==> config.mk <==
export PLATFORM = sky130hd
export DESIGN_NAME = sti_deserializer
export DESIGN_NICKNAME = d
export VERILOG_FILES = /design/src/rtl/sti_deserializer.sv
export SDC_FILE = /design/constraint.sdc
export NUM_CORES = 1
export LEC_CHECK = 0
export CORE_UTILIZATION = 25
export CTS_BUF_LIST = sky130_fd_sc_hd__clkbuf_8
export DETAILED_ROUTE_END_ITERATION = 7
export GPL_TIMING_DRIVEN = 0
export PLACE_DENSITY = 0.47
export SYNTH_ARGS = -nofsm -noshare
export SYNTH_HDL_FRONTEND = slang
export SYNTH_SLANG_ARGS = --single-unit
==> constraint.sdc <==
create_clock -name clk -period 4.16 [get_ports clk]
set_clock_uncertainty 0.05 [all_clocks]
set_input_delay 1.248 -clock clk [delete_from_list [all_inputs] [get_ports clk]]
set_output_delay 1.248 -clock clk [all_outputs]
set_load 0.03 [all_outputs]
==> src/rtl/sti_deserializer.sv <==
// -----------------------------------------------------------------------------
// sti_deserializer
//
// Serial-to-parallel receiver for the STI serial stream (one bit per cycle with
// a valid strobe). It rebuilds the original 16-bit parallel word from a frame of
// 8, 16, 24 or 32 bits. It undoes bit order, byte select and zero-fill, and it
// flags nonzero fill bits. This block sits on the loopback/check path of the STI
// output, ahead of the memory-compare logic.
//
// Parameters
//   STRICT_GAP   1: si_valid low mid-frame drops the frame (po_abort pulse)
//                0: a gap pauses the frame; reception resumes on the next bit
//   FCNT_W       width of the completed-frame counter (wraps)
//
// Ports
//   clk          clock, rising edge
//   reset        asynchronous, active-high
//   cfg_length   frame size: 00=8, 01=16, 10=24, 11=32 bits
//   cfg_fill     24/32-bit frames: 0=data in low 16 bits, 1=data in high 16 bits
//   cfg_msb      1=frame word MSB sent first, 0=LSB first
//   cfg_low      8-bit frames: 0=byte is data[7:0], 1=byte is data[15:8]
//   si_data      serial data bit, qualified by si_valid
//   si_valid     serial bit strobe
//   po_data      reconstructed word, held until the next po_valid
//   po_valid     one-cycle pulse: po_data/po_fill_err updated
//   po_fill_err  fill bits of the completed frame were nonzero
//   po_abort     one-cycle pulse: frame dropped on a gap (STRICT_GAP=1 only)
//   busy         frame in progress
//   frame_cnt    completed-frame counter
// -----------------------------------------------------------------------------
module sti_deserializer #(
    parameter int STRICT_GAP = 1,
    parameter int FCNT_W     = 16
) (
    input  logic              clk,
    input  logic              reset,
    input  logic [1:0]        cfg_length,
    input  logic              cfg_fill,
    input  logic              cfg_msb,
    input  logic              cfg_low,
    input  logic              si_data,
    input  logic              si_valid,
    output logic [15:0]       po_data,
    output logic              po_valid,
    output logic              po_fill_err,
    output logic              po_abort,
    output logic              busy,
    output logic [FCNT_W-1:0] frame_cnt
);

    typedef enum logic {
        IDLE = 1'b0,
        RECV = 1'b1
    } state_t;

    state_t            state, state_n;
    logic [4:0]        cnt, cnt_n;
    logic [31:0]       w, w_n;
    logic [1:0]        len_q, len_n;
    logic              fill_q, fill_n;
    logic              msb_q, msb_n;
    logic              low_q, low_n;
    logic [15:0]       po_data_n;
    logic              po_fill_err_n;
    logic              po_valid_n;
    logic              po_abort_n;
    logic [FCNT_W-1:0] frame_cnt_n;

    // Effective frame configuration: the live cfg_* inputs in the cycle the
    // first bit arrives, the latched copy for the rest of the frame.
    logic              in_idle;
    logic [1:0]        len_e;
    logic              fill_e, msb_e, low_e;
    logic [4:0]        cnt_e, last_e, idx;
    logic [31:0]       w_cap;

    assign in_idle = (state == IDLE);
    assign len_e   = in_idle ? cfg_length : len_q;
    assign fill_e  = in_idle ? cfg_fill   : fill_q;
    assign msb_e   = in_idle ? cfg_msb    : msb_q;
    assign low_e   = in_idle ? cfg_low    : low_q;
    assign cnt_e   = in_idle ? 5'd0       : cnt;
    assign last_e  = {len_e, 3'b111};            // N-1 for N=(len+1)*8
    assign idx     = msb_e ? (last_e - cnt_e) : cnt_e;

    // The word is cleared implicitly when a frame starts, so each captured bit
    // is simply OR-ed into its slot. The completing bit is merged here too so
    // the output can be loaded on the same edge that captures it.
    assign w_cap   = (in_idle ? 32'd0 : w) | ({31'd0, si_data} << idx);

    function automatic logic [15:0] extract_data(input logic [1:0]  len,
                                                 input logic        fill,
                                                 input logic        low,
                                                 input logic [31:0] word);
        logic [15:0] d;
        case (len)
            2'b00:   d = low  ? {word[7:0], 8'h00} : {8'h00, word[7:0]};
            2'b01:   d = word[15:0];
            2'b10:   d = fill ? word[23:8]  : word[15:0];
            default: d = fill ? word[31:16] : word[15:0];
        endcase
        return d;
    endfunction

    function automatic logic extract_fill_err(input logic [1:0]  len,
                                              input logic        fill,
                                              input logic [31:0] word);
        logic e;
        case (len)
            2'b00, 2'b01: e = 1'b0;
            2'b10:        e = fill ? (|word[7:0])  : (|word[23:16]);
            default:      e = fill ? (|word[15:0]) : (|word[31:16]);
        endcase
        return e;
    endfunction

    always_comb begin
        state_n       = state;
        cnt_n         = cnt;
        w_n           = w;
        len_n         = len_q;
        fill_n        = fill_q;
        msb_n         = msb_q;
        low_n         = low_q;
        po_data_n     = po_data;
        po_fill_err_n = po_fill_err;
        po_valid_n    = 1'b0;
        po_abort_n    = 1'b0;
        frame_cnt_n   = frame_cnt;

        case (state)
            IDLE: begin
                if (si_valid) begin
                    state_n = RECV;
                    len_n   = cfg_length;
                    fill_n  = cfg_fill;
                    msb_n   = cfg_msb;
                    low_n   = cfg_low;
                    w_n     = w_cap;
                    cnt_n   = 5'd1;
                end
            end
            RECV: begin
                if (si_valid) begin
                    w_n = w_cap;
                    if (cnt == last_e) begin
                        state_n       = IDLE;
                        cnt_n         = 5'd0;
                        po_valid_n    = 1'b1;
                        po_data_n     = extract_data(len_e, fill_e, low_e, w_cap);
                        po_fill_err_n = extract_fill_err(len_e, fill_e, w_cap);
                        frame_cnt_n   = frame_cnt + FCNT_W'(1);
                    end else begin
                        cnt_n = cnt + 5'd1;
                    end
                end else if (STRICT_GAP != 0) begin
                    state_n    = IDLE;
                    cnt_n      = 5'd0;
                    po_abort_n = 1'b1;
                end
            end
            default: state_n = IDLE;
        endcase
    end

    always_ff @(posedge clk or posedge reset) begin
        if (reset) begin
            state       <= IDLE;
            cnt         <= 5'd0;
            w           <= 32'd0;
            len_q       <= 2'b00;
            fill_q      <= 1'b0;
            msb_q       <= 1'b0;
            low_q       <= 1'b0;
            po_data     <= 16'd0;
            po_fill_err <= 1'b0;
            po_valid    <= 1'b0;
            po_abort    <= 1'b0;
            frame_cnt   <= '0;
        end else begin
            state       <= state_n;
            cnt         <= cnt_n;
            w           <= w_n;
            len_q       <= len_n;
            fill_q      <= fill_n;
            msb_q       <= msb_n;
            low_q       <= low_n;
            po_data     <= po_data_n;
            po_fill_err <= po_fill_err_n;
            po_valid    <= po_valid_n;
            po_abort    <= po_abort_n;
            frame_cnt   <= frame_cnt_n;
        end
    end

    assign busy = (state == RECV);

endmodule

==> flow_metrics.tcl, run 1 <==
set metrics [dict create \
    status "complete, no violations" \
    grt_max_degree 44 \
    r2r-start "busy" \
    avgSynthCellArea_um2 8.477 \
    final_core_util_pct 31.42 \
    slowest_delay_ns 0.51 \
    postRouteWirelength_mm 17.03 \
    clock_power_share_pct 29.4 \
    coreArea_um2 18640 \
    netlist_area_um2 4747 \
    setup_ws_ns 0.04365 \
    holdCritStartpoint "frame_cnt[15]" \
    whs_path_depth 1 \
    grt_pass1_wl_mm 26.99 \
    port_buffers 44 \
    hold_class "register to register" \
    critPathBufInv 4 \
    crit_path_cell_trace "clkdlybuf4s50_1 > inv_1 > o21ai_4 > inv_2 > clkbuf_4 > ha_2 > a21bo_2 > o22a_1 > nand2_1 > a2111oi_2 > nor3_1 > a31o_2 > a22oi_1" \
    start_kind "primary input" \
    io_pins 45 \
    syn_to_final_growth_pct 23.38 \
    cts-buffers-inserted 9 \
    die_h_um 139.8 \
    relSlewSlack_pct 29.35 \
    grt_remaining_overflow 0 \
    diodes 0 \
    cts-htree-levels 3 \
    period_minus_slack_ns 4.116 \
    power_density_nw_per_um2 319.2 \
    worstHoldEndpoint "frame_cnt[15]" \
    via_per_inst 5.481 \
    peakVddDrop_mv 0.1041 \
    yosysSeqAreaShare_pct 41.12 \
    pre_cts_ws_ns -1.037 \
    n_fill_cell 1988 \
    p_sw_share_pct 36.88 \
    syn_inst 560 \
    worstPathArrival_ns 4.34 \
    holdWs_ns 0.4192 \
    hold_viol 0 \
    comb_power_share_pct 26.7 \
    synth_flop_cell "dfrtp_1" \
    wl_per_cell_um 19.82 \
    cpMaxStageDelayCell "clkdlybuf4s50_1" \
    drtAntennaViolNets 0 \
    async_flop_share_pct 100.0 \
    path_class "primary input to register" \
    tns_ns 0 \
    dp_hpwl_mm 12.89 \
    synth_area_leader_cell "dfrtp_1" \
    ys_warn_count 0 \
    rr_worst_depth 14 \
    drt-pass1-iter-count 5 \
    power_uw 1869 \
    worstSkewPairLatency_ns 0.40 \
    finalCritPeriodShare_pct 98.95 \
    drc 0 \
    gp_congestion 0.9165 \
    startpoint "cfg_length[0]" \
    seq_power_share_pct 43.9 \
    drive_gt1_share_pct 11.52 \
    ff2ff_setup_slack_ns 0.51 \
    start_util_pct 25.46 \
    antenna_found_initial 0 \
    cts.sinks 78 \
    synthDominantCellAreaShare_pct 41.12 \
    timing.fmax_mhz 242.9 \
    synth_area_leaders "dfrtp_1 41%, nand2_1 7.7%, o21ai_0 5.1%" \
    syn_nets 572 \
    die_w_um 139.8 \
    clockRootBuffer "clkbuf_8" \
    synth_cell_types 68 \
    num_rows 50 \
    tightest_slew_ns 1.049 \
    leakagePower_uw 0.002327 \
    ys_ff_latch 78 \
    nets 632 \
    internal-power_uw 1180 \
    netlist_top_cells_count "97 x nand2_1, 78 x dfrtp_1, 48 x o21ai_0, 45 x nor2_1, 35 x a21oi_1" \
    first_iter_violations 426 \
    crit_family "compound AO/OA/AOI/OAI gates" \
    die_area_um2 19540 \
    synth.most_common_cell "nand2_1" \
    hold_buffers 0 \
    report.final.slew_viol_count 0 \
    cts_tree "done" \
    synth_edf_count 0 \
    setup_viol 0 \
    endpoint_kind "register" \
    cap_violations 0 \
    gr-usage-all-layers_pct 18.13 \
    clockBufferDepth 2 \
    rr_endpoint "po_fill_err" \
    cts.reportedPaths.clkPinSlew_ns 0.09 \
    worstPathRequired_ns 4.38 \
    first_global_vias 4686 \
    critical_path.max_fanout 10 \
    power.switching_uw 689.5 \
    routed-via-count 4708 \
]
==> registers in the layout (all words and copies together), names as in the netlist <==
register,cells
busy,1
cnt,5
fill_q,1
frame_cnt,16
len_q,2
low_q,1
msb_q,1
po_abort,1
po_data,16
po_fill_err,1
po_valid,1
w,32
==> how the worst max path moves through the flow <==
stage / cells after the start / to / slack, ns
detailed placement: 14 / po_fill_err / -1.04
global placement: 13 / po_data[10] / -1.05
floorplan: 14 / po_fill_err / 0.26
global route: 14 / po_data[6] / -0.02
finish: 13 / po_fill_err / 0.04
CTS: 15 / po_fill_err / 0.05
==> cells in the final DEF, fill, tap and decap left out, types with 8 or more instances in the layout <==
cell type	n
nor2_1	43
nand3_1	13
clkbuf_1	18
o22ai_1	20
nand2b_1	9
nor3_1	15
clkdlybuf4s50_1	44
nand2_1	97
a31oi_1	8
buf_2	10
o21ai_0	48
dfrtp_1	78
a21oi_1	35
clkbuf_8	9
xnor2_1	17
==> power groups by stage <==
stage                     clock (uW)  sequential [uW]  combinational, uW
after global routing             600              825                538
final                            551              820                499
after detailed placement           0              833                460
after global placement             0              833                457
after CTS                        566              820                478
after floorplan                    0              837                302
==> routing by layer <==
layer,global-route usage (%),wire length (um)
met1,23.72,7530
met2,28.82,8059
met3,3.407,947
met4,8.502,489
met5,0,0
==> cells by family (layout without fill, tap and decap cells) <==
| logic type | count (synthesis) | count (layout) | share of synthesized area [%] |
|---|---|---|---|
| multiplexers | 6 | 6 | 1.397 |
| XOR/XNOR | 26 | 26 | 4.955 |
| adder cells (fa/ha/maj) | 3 | 3 | 0.7908 |
| AND/OR/NAND/NOR | 215 | 215 | 20.64 |
| buffers and inverters | 45 | 110 | 4.270 |
| AO/OA/AOI/OAI | 187 | 187 | 26.83 |
| flip-flops | 78 | 78 | 41.12 |
==> area by class of cell <==
class / instances / area [um^2] / share of cell area, %
clock buffer: 9 / 123.9 / 2.115
tap: 234 / 292.8 / 4.999
clock inverter: 7 / 57.56 / 0.9827
sequential: 78 / 1952 / 33.33
timing repair buffer: 49 / 498.0 / 8.502
buffer: 36 / 181.4 / 3.098
multi-input combinational: 437 / 2715 / 46.36
inverter: 9 / 36.28 / 0.6195
==> repair_timing <==
action | in CTS | in global routing
buffers inserted | 4 | 0
pin swaps | 2 | 1
hold endpoints to repair | 0 | 0
endpoints found under the setup margin | 42 | 15
gates resized for setup | 15 | 11
==> metrics by stage <==
step	instances	area, um^2
floorplan	560	4747
CTS	859	5792
global route	859	5857
finish	859	5857
detailed placement	839	5510
global placement	838	5480
No activity file was read; power rests on OpenSTA's default activity.
==> run 2, diff against run 1 <==
--- a/config.mk
+++ b/config.mk
@@ -5,11 +5,13 @@
 export SDC_FILE = /design/constraint.sdc
 export NUM_CORES = 1
 export LEC_CHECK = 0
+export CORE_ASPECT_RATIO = 0.75
 export CORE_UTILIZATION = 25
 export CTS_BUF_LIST = sky130_fd_sc_hd__clkbuf_8
 export DETAILED_ROUTE_END_ITERATION = 7
 export GPL_TIMING_DRIVEN = 0
 export PLACE_DENSITY = 0.47
+export SLEW_MARGIN = 20
 export SYNTH_ARGS = -nofsm -noshare
 export SYNTH_HDL_FRONTEND = slang
 export SYNTH_SLANG_ARGS = --single-unit
==> run 2 against run 1 <==
Against the previous run:
- wire length rose by 1.3%
- non-clock buffer count did not move
- count of clock-buffer cells in the layout rose by 1
- via count rose by 0.96%
- critical path depth rose by 2
- die area barely moved
- core utilization rose by 0.55 points
- register-to-register slack improved by 0.03 ns
- combinational power rose by 1%
- sequential power barely moved
- final area rose by 1.3%
- critical endpoint unchanged
==> flow_metrics.tcl, run 2 (synthesis gave the netlist of run 1 again) <==
set metrics [dict create \
    grt_max_degree 54 \
    grt_remaining_overflow 0 \
    gr-usage-all-layers_pct 18.31 \
    peakVddDrop_mv 0.1226 \
    tns_ns 0 \
    die_area_um2 19550 \
    worstPathArrival_ns 3.94 \
    report.final.slew_viol_count 0 \
    power_uw 1941 \
    drc 0 \
    die_w_um 161.1 \
    design_area_um2 5933 \
    timing.fmax_mhz 268.4 \
    hold_buffers 0 \
    routed-via-count 4753 \
    final_cell_mix "97 x nand2_1, 78 x dfrtp_1, 48 x o21ai_0" \
    grt_pass1_wl_mm 26.64 \
    pre_cts_ws_ns -1.323 \
    comb_power_share_pct 26.0 \
    seqCellArea_um2 1952 \
    hold_class "register to register" \
    die_h_um 121.3 \
    drive_gt1_share_pct 12.00 \
    seq_power_share_pct 42.4 \
    port_buffers 44 \
    relSlewSlack_pct 37.29 \
    path_class "primary input to register" \
    wl_per_cell_um 19.77 \
    n_fill_cell 1946 \
    hold_viol 0 \
    setup_ws_ns 0.4344 \
    coreArea_um2 18560 \
    finalCritPeriodShare_pct 89.56 \
    cts-htree-levels 3 \
    status "complete, no violations" \
    period_minus_slack_ns 3.726 \
    internal-power_uw 1257 \
    ff2ff_setup_slack_ns 0.54 \
    antenna_found_initial 0 \
    cts.reportedPaths.clkPinSlew_ns 0.09 \
    start_kind "primary input" \
    cts_tree "done" \
    diodes 0 \
    num_rows 43 \
    gp_congestion 0.9156 \
    start_util_pct 25.57 \
    biggestRegsByFlops "w (32), frame_cnt (16), po_data (16)" \
    via_per_inst 5.451 \
    worstSkewPairLatency_ns 0.38 \
    power.switching_uw 683.2 \
    postRouteWirelength_mm 17.24 \
    clockBufferDepth 2 \
    syn_to_final_growth_pct 24.99 \
    endpoint_kind "register" \
    critical_path.max_fanout 10 \
    largest_reg_flops 32 \
    final_core_util_pct 31.96 \
    clock_power_share_pct 31.6 \
    multi_input_area_um2 2734 \
    dp_hpwl_mm 13.15 \
    cap_violations 0 \
    leakagePower_uw 0.002336 \
    placed_area_um2 5527 \
    cts-buffers-inserted 9 \
    power_density_nw_per_um2 327.1 \
    layout_commonest_cell "nand2_1" \
    regMostFlops "w" \
    rsz0062_at_grt "no" \
    worstPathRequired_ns 4.37 \
    io_pins 45 \
    drt-pass1-iter-count 5 \
    nets 632 \
    setup_viol 0 \
    first_iter_violations 512 \
    cts.sinks 78 \
    p_sw_share_pct 35.21 \
    first_global_vias 4435 \
    clockRootBuffer "clkbuf_8" \
    drtAntennaViolNets 0 \
    tightest_slew_ns 0.9307 \
]
## run 2: cell type report
| type | count | area share (%) |
|---|---|---|
| repair buffers | 49 | 8.435 |
| well taps | 247 | 5.209 |
| plain buffers | 36 | 3.226 |
| clock buffers | 10 | 2.320 |
| clock inverters | 6 | 1.181 |
| inverters | 9 | 0.6537 |
| multi-input cells | 437 | 46.08 |
| flip-flops and latches | 78 | 32.90 |
## run 2: layer usage
layer / vias up / global-route usage [%] / routed length [um]
met3: 28 / 5.810 / 1730
met2: 237 / 24.46 / 6779
li1: 2174 / - / -
met1: 2314 / 26.94 / 8356
met5: - / 0 / 0
met4: 0 / 6.545 / 372
## run 2: repair_timing
item | 4_1_cts | 5_1_grt
hold endpoints to repair | 0 | 0
buffers inserted | 4 | 0
pin swaps | 5 | 6
gates resized for setup | 14 | 20
setup endpoints to repair | 49 | 12
## run 2: final timing paths
kind | start | end | cells past startpoint
setup / recovery | cfg_length[0] | po_fill_err | 15
hold / removal | frame_cnt[15] | frame_cnt[15] | 1
setup reg to reg | busy | po_fill_err | 14
hold reg to reg | frame_cnt[15] | frame_cnt[15] | 1
max in group asynchronous | reset | low_q | 3
min in group asynchronous | reset | w[19] | 2
## run 2: critical path, stage by stage
cell	delay [ns]
dlymetal6s2s_1	0.14
inv_2	0.08
o21ai_4	0.23
inv_4	0.08
clkbuf_8	0.19
ha_4	0.20
xnor2_4	0.16
o32ai_4	0.40
nor2_4	0.12
buf_8	0.17
buf_4	0.19
a211oi_2	0.19
nand3_1	0.13
o32ai_2	0.29
a22oi_2	0.10
## run 2: stage by stage
| step | hold WS, ns | std cells |
|---|---|---|
| final | 0.4193 | 872 |
| after global routing | 0.4508 | 872 |
| after CTS | 0.4287 | 872 |
| after detailed placement | 0.4156 | 852 |
| after global placement | 0.4052 | 851 |
| after floorplan | 0.4002 | 560 |
## run 2: power groups by stage
stage / Clock (uW) / Sequential, uW / Combinational [uW]
6_report: 613 / 823 / 504
5_1_grt: 660 / 827 / 543
4_1_cts: 632 / 821 / 475
3_5_place_dp: 0 / 836 / 458
3_3_place_gp: 0 / 835 / 455
2_1_floorplan: 0 / 837 / 302
==> run 3, diff against run 2 <==
--- a/config.mk
+++ b/config.mk
@@ -11,6 +11,7 @@
 export DETAILED_ROUTE_END_ITERATION = 7
 export GPL_TIMING_DRIVEN = 0
 export PLACE_DENSITY = 0.47
+export SKIP_CTS_REPAIR_TIMING = 1
 export SLEW_MARGIN = 20
 export SYNTH_ARGS = -nofsm -noshare
 export SYNTH_HDL_FRONTEND = slang
==> run 3 against run 2 <==
Against the previous run:
- hold slack is essentially flat
- cell count grew 0.23%
- power is 0.20% lower
- global-route usage down 0.16 points
- clock power is essentially flat
- register-to-register slack better by 0.02 ns
- die area is the same
- critical path type unchanged
- largest cell class unchanged
==> flow_metrics.tcl, run 3 (synthesis gave the netlist of run 1 again) <==
set metrics [dict create \
    tightest_slew_ns 0.9021 \
    die_area_um2 19550 \
    worstPathArrival_ns 4.29 \
    gr-usage-all-layers_pct 18.14 \
    critical_path.max_fanout 10 \
    drc 0 \
    regMostFlops "w" \
    rr_endpoint "po_fill_err" \
    rr_worst_depth 14 \
    cts_tree "done" \
    topRoutingLayerUsed "met4" \
    routed-via-count 4731 \
    io_pins 45 \
    port_buffers 44 \
    r2r-start "busy" \
    wl_met1_mm 8.377 \
    slowest_delay_ns 0.50 \
    finalCritPeriodShare_pct 97.93 \
    report.final.slew_viol_count 0 \
    gp_congestion 0.9156 \
    worstSkewPairLatency_ns 0.38 \
    hold_viol 0 \
    die_h_um 121.3 \
    seq_power_share_pct 42.5 \
    layout_commonest_cell "nand2_1" \
    endpoint_kind "register" \
    placed_area_um2 5527 \
    grt_remaining_overflow 0 \
    largest_reg_flops 32 \
    startpoint "cfg_length[0]" \
    biggestRegsByFlops "w (32), frame_cnt (16), po_data (16)" \
    design_area_um2 5934 \
    power_uw 1937 \
    first_iter_violations 565 \
    syn_to_final_growth_pct 25.01 \
    grt_pass1_wl_mm 26.41 \
    comb_power_share_pct 26.0 \
    p_sw_share_pct 35.13 \
    crit_path_cell_trace "clkdlybuf4s50_1 > inv_1 > o21ai_4 > inv_4 > buf_6 > ha_4 > xnor2_4 > o32ai_4 > nor2_4 > buf_6 > buf_4 > a211oi_2 > nand3_1 > o32ai_2 > a22oi_2" \
    power_density_nw_per_um2 326.4 \
    antenna_found_initial 0 \
    clockBufferDepth 2 \
    drive_gt1_share_pct 11.96 \
    postRouteWirelength_mm 17.27 \
    worstPathRequired_ns 4.37 \
    power.switching_uw 680.5 \
    drt-pass1-iter-count 5 \
    start_util_pct 25.57 \
    n_fill_cell 1944 \
    diodes 0 \
    coreArea_um2 18560 \
    die_w_um 161.1 \
    start_kind "primary input" \
    cts.reportedPaths.clkPinSlew_ns 0.09 \
    grt_max_degree 54 \
    setup_viol 0 \
    hold_class "register to register" \
    clock_power_share_pct 31.5 \
    cpMaxStageDelayCell "clkdlybuf4s50_1" \
    ff2ff_setup_slack_ns 0.56 \
    internal-power_uw 1256 \
    status "complete, no violations" \
    final_cell_mix "97 x nand2_1, 78 x dfrtp_1, 48 x o21ai_0" \
    cts.sinks 78 \
    first_global_vias 4402 \
    clockRootBuffer "clkbuf_8" \
    period_minus_slack_ns 4.074 \
    crit_end "po_fill_err" \
    num_rows 43 \
    leakagePower_uw 0.002333 \
    cap_violations 0 \
    via_per_inst 5.413 \
    relSlewSlack_pct 39.22 \
    cts-buffers-inserted 9 \
    nets 634 \
    cts-htree-levels 3 \
    peakVddDrop_mv 0.1260 \
    drtAntennaViolNets 0 \
    wl_per_cell_um 19.75 \
    timing.fmax_mhz 245.5 \
    wl_met2_mm 6.829 \
    critPathMostFrequentCell "buf_6" \
    dp_hpwl_mm 13.15 \
    met3_length_mm 1.740 \
    holdCritStartpoint "frame_cnt[15]" \
    path_class "primary input to register" \
]
[run 3: changes by cell type in the layout (fill, tap and decap cells not counted), sizes merged]
cell | before | now
clkbuf | 29 | 28
dlymetal6s2s | 1 | 0
clkdlybuf4s50 | 43 | 44
buf | 22 | 25
[run 3: how the worst min path moves through the flow]
stage | endpoint | slack (ns) | depth (start not counted)
floorplan | w[5] | 0.40 | 2
global placement | frame_cnt[15] | 0.41 | 1
detailed placement | frame_cnt[15] | 0.42 | 1
CTS | frame_cnt[15] | 0.43 | 1
global route | frame_cnt[15] | 0.45 | 1
finish | frame_cnt[15] | 0.42 | 1
[run 3: per-layer routing]
| metal | up-vias | track usage, % |
|---|---|---|
| met2 | 238 | 24.14 |
| met5 | - | 0 |
| met4 | 0 | 6.250 |
| met3 | 22 | 5.468 |
| met1 | 2294 | 27.05 |
| li1 | 2177 | - |
[run 3: critical path, delay by kind of cell]
| kind | cells | cell delay (ns) |
|---|---|---|
| AOI/OAI and AO/OA | 5 | 1.20 |
| xor gates and xnor gates | 1 | 0.15 |
| adders and majority gates | 1 | 0.19 |
| buffers and inverters | 6 | 1.22 |
| and+or+nand+nor | 2 | 0.25 |
[run 3: power by group through the flow]
stage               Sequential, uW  Combinational, uW  Clock, uW
floorplan                      837                302          0
global placement               835                455          0
detailed placement             836                458          0
CTS                            821                460        632
global route                   826                541        660
finish                         823                503        610
[run 3: final cells by class]
cell class / count / area (um^2) / area share (%)
Tap cell: 247 / 309.0 / 5.208
Multi-Input combinational cell: 437 / 2729 / 45.98
Buffer: 36 / 185.2 / 3.120
Clock inverter: 6 / 70.07 / 1.181
Timing Repair Buffer: 51 / 513.0 / 8.644
Inverter: 9 / 38.79 / 0.6536
Clock buffer: 10 / 137.6 / 2.319
Sequential cell: 78 / 1952 / 32.89
[run 3: per-stage QoR]
stage / worst slack [ns] / hold slack, ns / utilization (%) / instances / TNS [ns]
final: 0.08617 / 0.4193 / 31.97 / 874 / 0
after global routing: -0.01432 / 0.4508 / 31.97 / 874 / -0.01432
after CTS: -0.9285 / 0.4287 / 30.89 / 868 / -24.38
after detailed placement: -1.323 / 0.4156 / 29.77 / 852 / -43.29
after global placement: -1.420 / 0.4052 / 29.61 / 851 / -89.52
after floorplan: 0.2590 / 0.4002 / - / 560 / 0
